### src/rtl/ifetch_pfb_if.sv
// Bus bundles for the instruction prefetch buffer:
// memory-side read port and core-side fetch/redirect port.
interface ifetch_mem_if;
    logic        m_cs;
    logic        m_we;
    logic [31:0] m_addr;
    logic [3:0]  m_byte;
    logic [31:0] m_di;
    logic [31:0] m_do;
    logic        m_busy;
    logic        m_err;

    modport master (
        output m_cs, m_we, m_addr, m_byte, m_di,
        input  m_do, m_busy, m_err
    );
    modport slave (
        input  m_cs, m_we, m_addr, m_byte, m_di,
        output m_do, m_busy, m_err
    );
endinterface

interface ifetch_core_if;
    logic        redir;
    logic [31:0] redir_pc;
    logic        out_valid;
    logic        out_ready;
    logic [31:0] out_pc;
    logic [31:0] out_inst;
    logic        out_err;

    modport master (
        input  redir, redir_pc, out_ready,
        output out_valid, out_pc, out_inst, out_err
    );
    modport slave (
        output redir, redir_pc, out_ready,
        input  out_valid, out_pc, out_inst, out_err
    );
endinterface

### src/rtl/ifetch_pfb.sv
// Instruction prefetch buffer: sequential word reads queued as
// {pc, inst, err} in a small FIFO, with redirect and error halt.
module ifetch_pfb #(
    parameter int unsigned DEPTH    = 4,
    parameter logic [31:0] RESET_PC = 32'h0000_0000
) (
    input logic           clk,
    input logic           rstn,
    ifetch_core_if.master core,
    ifetch_mem_if.master  mem
);
    localparam int unsigned PW = $clog2(DEPTH);
    localparam int unsigned CW = PW + 1;

    logic          run_q, run_d;
    logic [31:0]   fetch_q, fetch_d;
    logic          hold_q, hold_d;
    logic [31:0]   hold_addr_q, hold_addr_d;
    logic [31:0]   rsp_addr_q, rsp_addr_d;
    logic          inflight_q, inflight_d;
    logic          drop_q, drop_d;
    logic          halted_q, halted_d;
    logic [PW-1:0] rd_q, rd_d;
    logic [PW-1:0] wr_q, wr_d;
    logic [CW-1:0] cnt_q, cnt_d;
    logic [31:0]   pc_q [DEPTH];
    logic [31:0]   pc_d [DEPTH];
    logic [31:0]   inst_q [DEPTH];
    logic [31:0]   inst_d [DEPTH];
    logic          err_q [DEPTH];
    logic          err_d [DEPTH];

    logic        credit;
    logic        cs;
    logic        accept;
    logic        push;
    logic        pop;
    logic [31:0] addr;

    // A stalled request keeps its address even across a redirect.
    assign credit = (cnt_q + CW'(inflight_q)) < CW'(DEPTH);
    assign cs     = run_q && (hold_q || (!halted_q && credit));
    assign addr   = hold_q ? hold_addr_q : fetch_q;
    assign accept = cs && !mem.m_busy;
    assign push   = inflight_q && !drop_q && !core.redir;
    assign pop    = (cnt_q != '0) && core.out_ready && !core.redir;

    assign mem.m_cs   = cs;
    assign mem.m_we   = 1'b0;
    assign mem.m_addr = addr;
    assign mem.m_byte = 4'hf;
    assign mem.m_di   = 32'h0;

    assign core.out_valid = (cnt_q != '0);
    assign core.out_pc    = pc_q[rd_q];
    assign core.out_inst  = inst_q[rd_q];
    assign core.out_err   = err_q[rd_q];

    always_comb begin
        run_d       = 1'b1;
        hold_d      = cs && mem.m_busy;
        hold_addr_d = addr;
        fetch_d     = fetch_q;
        rsp_addr_d  = accept ? addr : rsp_addr_q;
        inflight_d  = accept;
        drop_d      = drop_q;
        halted_d    = halted_q;
        rd_d        = rd_q;
        wr_d        = wr_q;
        cnt_d       = cnt_q;
        pc_d        = pc_q;
        inst_d      = inst_q;
        err_d       = err_q;
        if (cs && !hold_q) fetch_d = fetch_q + 32'd4;
        if (inflight_q) drop_d = 1'b0;
        if (push) begin
            pc_d[wr_q]   = rsp_addr_q;
            inst_d[wr_q] = mem.m_do;
            err_d[wr_q]  = mem.m_err;
            wr_d         = wr_q + PW'(1);
            if (mem.m_err) halted_d = 1'b1;
        end
        if (pop) rd_d = rd_q + PW'(1);
        unique case ({push, pop})
            2'b10:   cnt_d = cnt_q + CW'(1);
            2'b01:   cnt_d = cnt_q - CW'(1);
            default: cnt_d = cnt_q;
        endcase
        if (core.redir) begin
            fetch_d  = core.redir_pc & ~32'h3;
            halted_d = 1'b0;
            rd_d     = '0;
            wr_d     = '0;
            cnt_d    = '0;
            if (cs) drop_d = 1'b1;
        end
    end

    always_ff @(posedge clk or negedge rstn) begin
        if (!rstn) begin
            run_q       <= 1'b0;
            fetch_q     <= RESET_PC;
            hold_q      <= 1'b0;
            hold_addr_q <= 32'h0;
            rsp_addr_q  <= 32'h0;
            inflight_q  <= 1'b0;
            drop_q      <= 1'b0;
            halted_q    <= 1'b0;
            rd_q        <= '0;
            wr_q        <= '0;
            cnt_q       <= '0;
            for (int i = 0; i < int'(DEPTH); i++) begin
                pc_q[i]   <= 32'h0;
                inst_q[i] <= 32'h0;
                err_q[i]  <= 1'b0;
            end
        end else begin
            run_q       <= run_d;
            fetch_q     <= fetch_d;
            hold_q      <= hold_d;
            hold_addr_q <= hold_addr_d;
            rsp_addr_q  <= rsp_addr_d;
            inflight_q  <= inflight_d;
            drop_q      <= drop_d;
            halted_q    <= halted_d;
            rd_q        <= rd_d;
            wr_q        <= wr_d;
            cnt_q       <= cnt_d;
            pc_q        <= pc_d;
            inst_q      <= inst_d;
            err_q       <= err_d;
        end
    end
endmodule
### src/flat_wrapper.sv
// flat-port wrapper written by rule: the top's interface ports become plain ports
module ifetch_pfb_flat 
#(
    parameter int unsigned DEPTH    = 4,
    parameter logic [31:0] RESET_PC = 32'h0000_0000
)
  (clk, rstn, core_redir, core_redir_pc, core_out_ready, core_out_valid, core_out_pc, core_out_inst, core_out_err, mem_m_cs, mem_m_we, mem_m_addr, mem_m_byte, mem_m_di, mem_m_do, mem_m_busy, mem_m_err);
  ifetch_core_if core_i ();
  ifetch_mem_if mem_i ();
  input logic clk;
  input logic rstn;
  input wire logic [$bits(core_i.redir)-1:0] core_redir;
  input wire logic [$bits(core_i.redir_pc)-1:0] core_redir_pc;
  input wire logic [$bits(core_i.out_ready)-1:0] core_out_ready;
  output wire logic [$bits(core_i.out_valid)-1:0] core_out_valid;
  output wire logic [$bits(core_i.out_pc)-1:0] core_out_pc;
  output wire logic [$bits(core_i.out_inst)-1:0] core_out_inst;
  output wire logic [$bits(core_i.out_err)-1:0] core_out_err;
  output wire logic [$bits(mem_i.m_cs)-1:0] mem_m_cs;
  output wire logic [$bits(mem_i.m_we)-1:0] mem_m_we;
  output wire logic [$bits(mem_i.m_addr)-1:0] mem_m_addr;
  output wire logic [$bits(mem_i.m_byte)-1:0] mem_m_byte;
  output wire logic [$bits(mem_i.m_di)-1:0] mem_m_di;
  input wire logic [$bits(mem_i.m_do)-1:0] mem_m_do;
  input wire logic [$bits(mem_i.m_busy)-1:0] mem_m_busy;
  input wire logic [$bits(mem_i.m_err)-1:0] mem_m_err;
  assign core_i.redir = core_redir;
  assign core_i.redir_pc = core_redir_pc;
  assign core_i.out_ready = core_out_ready;
  assign core_out_valid = core_i.out_valid;
  assign core_out_pc = core_i.out_pc;
  assign core_out_inst = core_i.out_inst;
  assign core_out_err = core_i.out_err;
  assign mem_m_cs = mem_i.m_cs;
  assign mem_m_we = mem_i.m_we;
  assign mem_m_addr = mem_i.m_addr;
  assign mem_m_byte = mem_i.m_byte;
  assign mem_m_di = mem_i.m_di;
  assign mem_i.m_do = mem_m_do;
  assign mem_i.m_busy = mem_m_busy;
  assign mem_i.m_err = mem_m_err;
  ifetch_pfb #(.DEPTH(DEPTH), .RESET_PC(RESET_PC)) u_core (.clk(clk), .rstn(rstn), .core(core_i), .mem(mem_i));
endmodule
### config.mk
export PLATFORM = sky130hd
export DESIGN_NAME = ifetch_pfb_flat
export DESIGN_NICKNAME = d
export VERILOG_FILES = /design/src/rtl/ifetch_pfb_if.sv /design/src/rtl/ifetch_pfb.sv /design/src/flat_wrapper.sv
export SDC_FILE = /design/constraint.sdc
export NUM_CORES = 1
export LEC_CHECK = 0
export CAP_MARGIN = 10
export CORE_ASPECT_RATIO = 0.9
export CORE_MARGIN = 5
export CORE_UTILIZATION = 25
export CTS_BUF_LIST = sky130_fd_sc_hd__clkbuf_8
export CTS_CLUSTER_SIZE = 14
export DETAILED_ROUTE_END_ITERATION = 12
export PLACE_DENSITY = 0.39
export SYNTH_ARGS = -nofsm -noshare
export SYNTH_HDL_FRONTEND = slang
export SYNTH_SLANG_ARGS = --single-unit
### constraint.sdc
create_clock -name clk -period 6.32 [get_ports clk]
set_input_delay 1.58 -clock clk [delete_from_list [all_inputs] [get_ports clk]]
set_output_delay 1.58 -clock clk [all_outputs]
set_load 0.01 [all_outputs]
Yosys cells after proc, flatten, opt, wreduce, memory -nomap -nowiden. Cells that the tools add are included. W data, S select, Z words.

Flip-flop bits (word level): 368. Bits of input ports: 70. Output and inout bits: 136. Logic and storage cells: 91.

Add/sub/neg operators: 6. Magnitude comparators: 4. Equal/unequal tests: 2. Muxes and demuxes: 31. Bitwise gates (word level): 2. Reductions and logical operators: 23.

Operators with widths (number): $bwmux W128 (2); $mux W32 (8); $bmux W32 S2 (2); $demux W32 S2 (1); $add A32 B3 Y32 const B (1); $logic_and A1 B1 Y1 (10); $mux W1 (9); $mux W2 (4); $reduce_bool A2 Y1 (4); $ge A3 B3 Y1 const B (2); $not A2 Y3 (2); $pmux W3 S2 (1); $reduce_bool A3 Y1 (2); $logic_not A1 Y1 (5); $add A2 B1 Y2 const B (2); $bwmux W4 (1); $add A3 B1 Y3 (1); $add A3 B1 Y3 const B (1); $lt A3 B1 Y1 const B (1); $lt A3 B3 Y1 const B (1); $mux W3 (1); $sub A3 B1 Y3 const B (1); $bmux W1 S2 (1); $demux W1 S2 (1); other kinds (4) (4).

Logic depth before layout (Yosys ltp).
Depth in word-level cells: 8. Mapped depth: 8.

Worst setup path after synthesis. No wires, ideal clock.

Path kind: flip-flop to output port. From: register u_core.rd_q[0]. To: output core_out_pc[10]. Data arrival time: 2.069 ns. Data required time: 4.740 ns. Slack: 2.671 ns. Stages on the path, launching flop included: 5. Buffers on the path: 3. Path through: dfrtp_1 clkbuf_1 buf_1 buf_1 mux4_2.

Word-level cells in the longest chain between the ends: 4.

Ends and longest elaborated chain: start, declared (RTL line ifetch_pfb.sv:23) `logic [PW-1:0] rd_q, rd_d;`; start signal, assigned (RTL line ifetch_pfb.sv:126) `rd_q <= rd_d;`; $not A2 Y3 (not written as such) (RTL line ifetch_pfb.sv:55) `assign core.out_pc = pc_q[rd_q];`; $bmux W32 S2 (RTL line ifetch_pfb.sv:55); $mux W32 (not written as such) (2 in series) (RTL line ifetch_pfb.sv:55); end, declared (RTL line flat_wrapper.sv:16) `output wire logic [$bits(core_i.out_pc)-1:0] core_out_pc;`.

Every way passes these cells. The select of a mux whose other input is x is not followed.

Worst setup path after layout.
From: register u_core.rd_q[0]. To: output core_out_pc[4].

The elaborated chain is that of the path after synthesis.

==> results_dict.tcl <==
set metrics [dict create \
    status "completed" \
    slew_viol_final 0 \
    cts_resized 0 \
    start_util 0.252 \
    seq_area_frac_synth 0.569 \
    dr.pass1.iters 4 \
    cts_hold_buffers 0 \
    place_hpwl_mm 25.9 \
    avgSynthCellArea_sq_um 15.0 \
    drt-wirelength-per-cell_um 20.2 \
    die_w_um 278 \
    buffer_ports.inserted 166 \
    clock.fmax_ghz 0.214 \
    slew-limit-headroom 0.315 \
    grt_antenna_before_repair 0 \
    yosysMostFrequentCell "dfrtp_1" \
    endpoint_kind "output port" \
    drt_iter0_markers 362 \
    netlist.area_leader.share 0.569 \
    gp_congestion 0.669 \
    num_io_pins 206 \
    clock_latency_ps 630 \
    synth_edf_count 0 \
    antenna_left 0 \
    core_area_sq_mm 0.0640 \
    antenna_cells 0 \
    setup_viol 0 \
    design_area_sq_mm 0.0201 \
    grt_max_degree 122 \
    synth_area_sq_mm 0.0161 \
    async_reset_ff_frac 1.00 \
    drive_gt1_frac 0.393 \
    cts_made_buffers 71 \
    cts.clk_slew.worst_paths_ps 50 \
    syn_inst 1074 \
    ys_types 42 \
    static-leakage-power_nw 8.69 \
    yosys_register_bits 366 \
    crit_arrival_ps 3100 \
    tightest_slew_ps 1030 \
    rows 88 \
    hold_ws_ps 498 \
    cp-start-kind "flop" \
    clock_path_buffers 3 \
    hold_violations 0 \
    slowest_stage "dfrtp_4" \
    place_area_sq_mm 0.0187 \
    post-route-period-util 0.741 \
    yosys-top-cells-count "dfrtp_1, mux2_2, mux4_2" \
    cts_setup_buffers 0 \
    max_stage_delay_ps 920 \
    cp_cell_sequence "buf_12, mux4_2, clkdlybuf4s50_1" \
    post-route-drc-count 0 \
    synth_flop_cell "dfrtp_1" \
    cts_tree "built" \
    finalWirelength_mm 43.6 \
    ir_drop_v 0.000130 \
    grt_pass1_wl_mm 67.7 \
    die_area_sq_mm 0.0696 \
    whs_path_depth 1 \
    grt.total_usage 0.126 \
    critPathMaxFanout 36 \
    post_drt_via_cell_ratio 4.37 \
    htree_levels 3 \
    grt_pass1_vias 10500 \
    overflow 0 \
    fin_setup_tns_ps 0 \
    power.total_w 0.00778 \
    cts.sinks 366 \
    yosys.area.top_type "dfrtp_1" \
    syn2layout_area_growth_pct 24.6 \
    r2r_cells 5 \
    hold_class "reg -> reg" \
    cts_root_buffer "clkbuf_8" \
    layout.nets 1338 \
    path_class "reg -> out" \
    powerDensity_mw_per_mm2 388 \
    fin_worst_skew_ps 28.7 \
    finalCriticalPeriod_ps 4680 \
    die_h_um 251 \
    ys_warn_count 0 \
    required_ps 4740 \
    via_count 9461 \
    synth_area_leaders "dfrtp_1, mux2_2, mux4_2" \
    final_util 0.314 \
    grt_setup_unrepaired "no" \
    maxCapViolations 0 \
]
==> cells by family after synthesis <==
kind of cell	Yosys count	synth area share
adder cells (fa/ha/maj)	6	0.00513
AND/OR/NAND/NOR	130	0.0431
buffers and inverters	110	0.0350
other	2	0.000466
XOR/XNOR	28	0.0152
flip-flops	366	0.569
AO/OA/AOI/OAI	43	0.0154
multiplexers	389	0.317
==> metal layers <==
metal,wire (um),track usage,up-vias
li1,-,-,4248
met1,20100,0.171,4946
met2,20300,0.197,193
met3,2380,0.0397,74
met4,859,0.0326,0
met5,0,0,-
==> area by class of cell <==
cell class	count	area (sq um)
Fill cell	6391	43900
Sequential cell	366	9170
Multi-Input combinational cell	634	6550
Timing Repair Buffer	180	1850
Clock buffer	92	1270
Tap cell	855	1070
Clock inverter	28	126
Inverter	9	33.8
==> state kept, by name (all words and copies together), names as in the netlist <==
register	count
u_core.fetch_q	30
u_core.inst_q	128
u_core.halted_q	1
u_core.wr_q	2
u_core.pc_q	128
u_core.drop_q	1
u_core.inflight_q	1
u_core.err_q	4
u_core.cnt_q	3
u_core.rd_q	2
u_core.rsp_addr_q	32
u_core.run_q	1
u_core.hold_q	1
u_core.hold_addr_q	32
==> stage by stage <==
step           instances  setup slack, ps
2_1_floorplan       1110             2670
3_3_place_gp        2044             2150
3_5_place_dp        2044             2150
4_1_cts             2164             1400
5_1_grt             2164             1300
6_report            2164             1640
==> worst paths after layout <==
kind | start | to | slack, ps
hold / removal | u_core.pc_q[4] | u_core.pc_q[4] | 500
hold reg to reg | u_core.pc_q[4] | u_core.pc_q[4] | 500
setup reg to reg | u_core.inflight_q | u_core.pc_q[6] | 3630
max in group asynchronous | rstn | u_core.inst_q[126] | 4070
setup / recovery | u_core.rd_q[0] | core_out_pc[4] | 1640
min in group asynchronous | rstn | u_core.inst_q[97] | 1060
==> power breakdown <==
| group | switching [W] | leakage (nW) | internal, W |
|---|---|---|---|
| clock | 0.00103 | 0.795 | 0.00130 |
| sequential | 0.000398 | 4.77 | 0.00283 |
| combinational | 0.000858 | 3.13 | 0.00137 |
==> critical path, delay by kind of cell (launching register included) <==
family / cells / cell delay (ps)
buf+inv: 2 / 930
flops: 1 / 920
mux: 1 / 590
==> placed cells by master (no fill, tap or decap), types with 2 or more instances in the layout <==
master and instances:
a21oi_1 2, a31oi_1 5, and2_1 3, and3_4 4
and4_1 4, buf_12 7, buf_4 7, clkbuf_8 92
clkdlybuf4s50_1 164, clkinv_2 8, conb_1 38, dfrtp_1 363
dfrtp_4 2, ha_1 5, inv_1 27, mux2_2 321
mux2i_1 3, mux4_2 65, nand2_1 37, nand3_1 14
nand4_1 7, nand4b_1 3, nor2_1 16, nor2b_1 2
nor3_1 8, nor4_1 13, nor4b_1 2, o211ai_1 2
o21a_1 2, o21ai_0 26, o31ai_1 5, or3_1 2
or4_1 8, xnor2_1 19, xor2_1 8
Note: power is estimated with default switching activity, not from simulation.
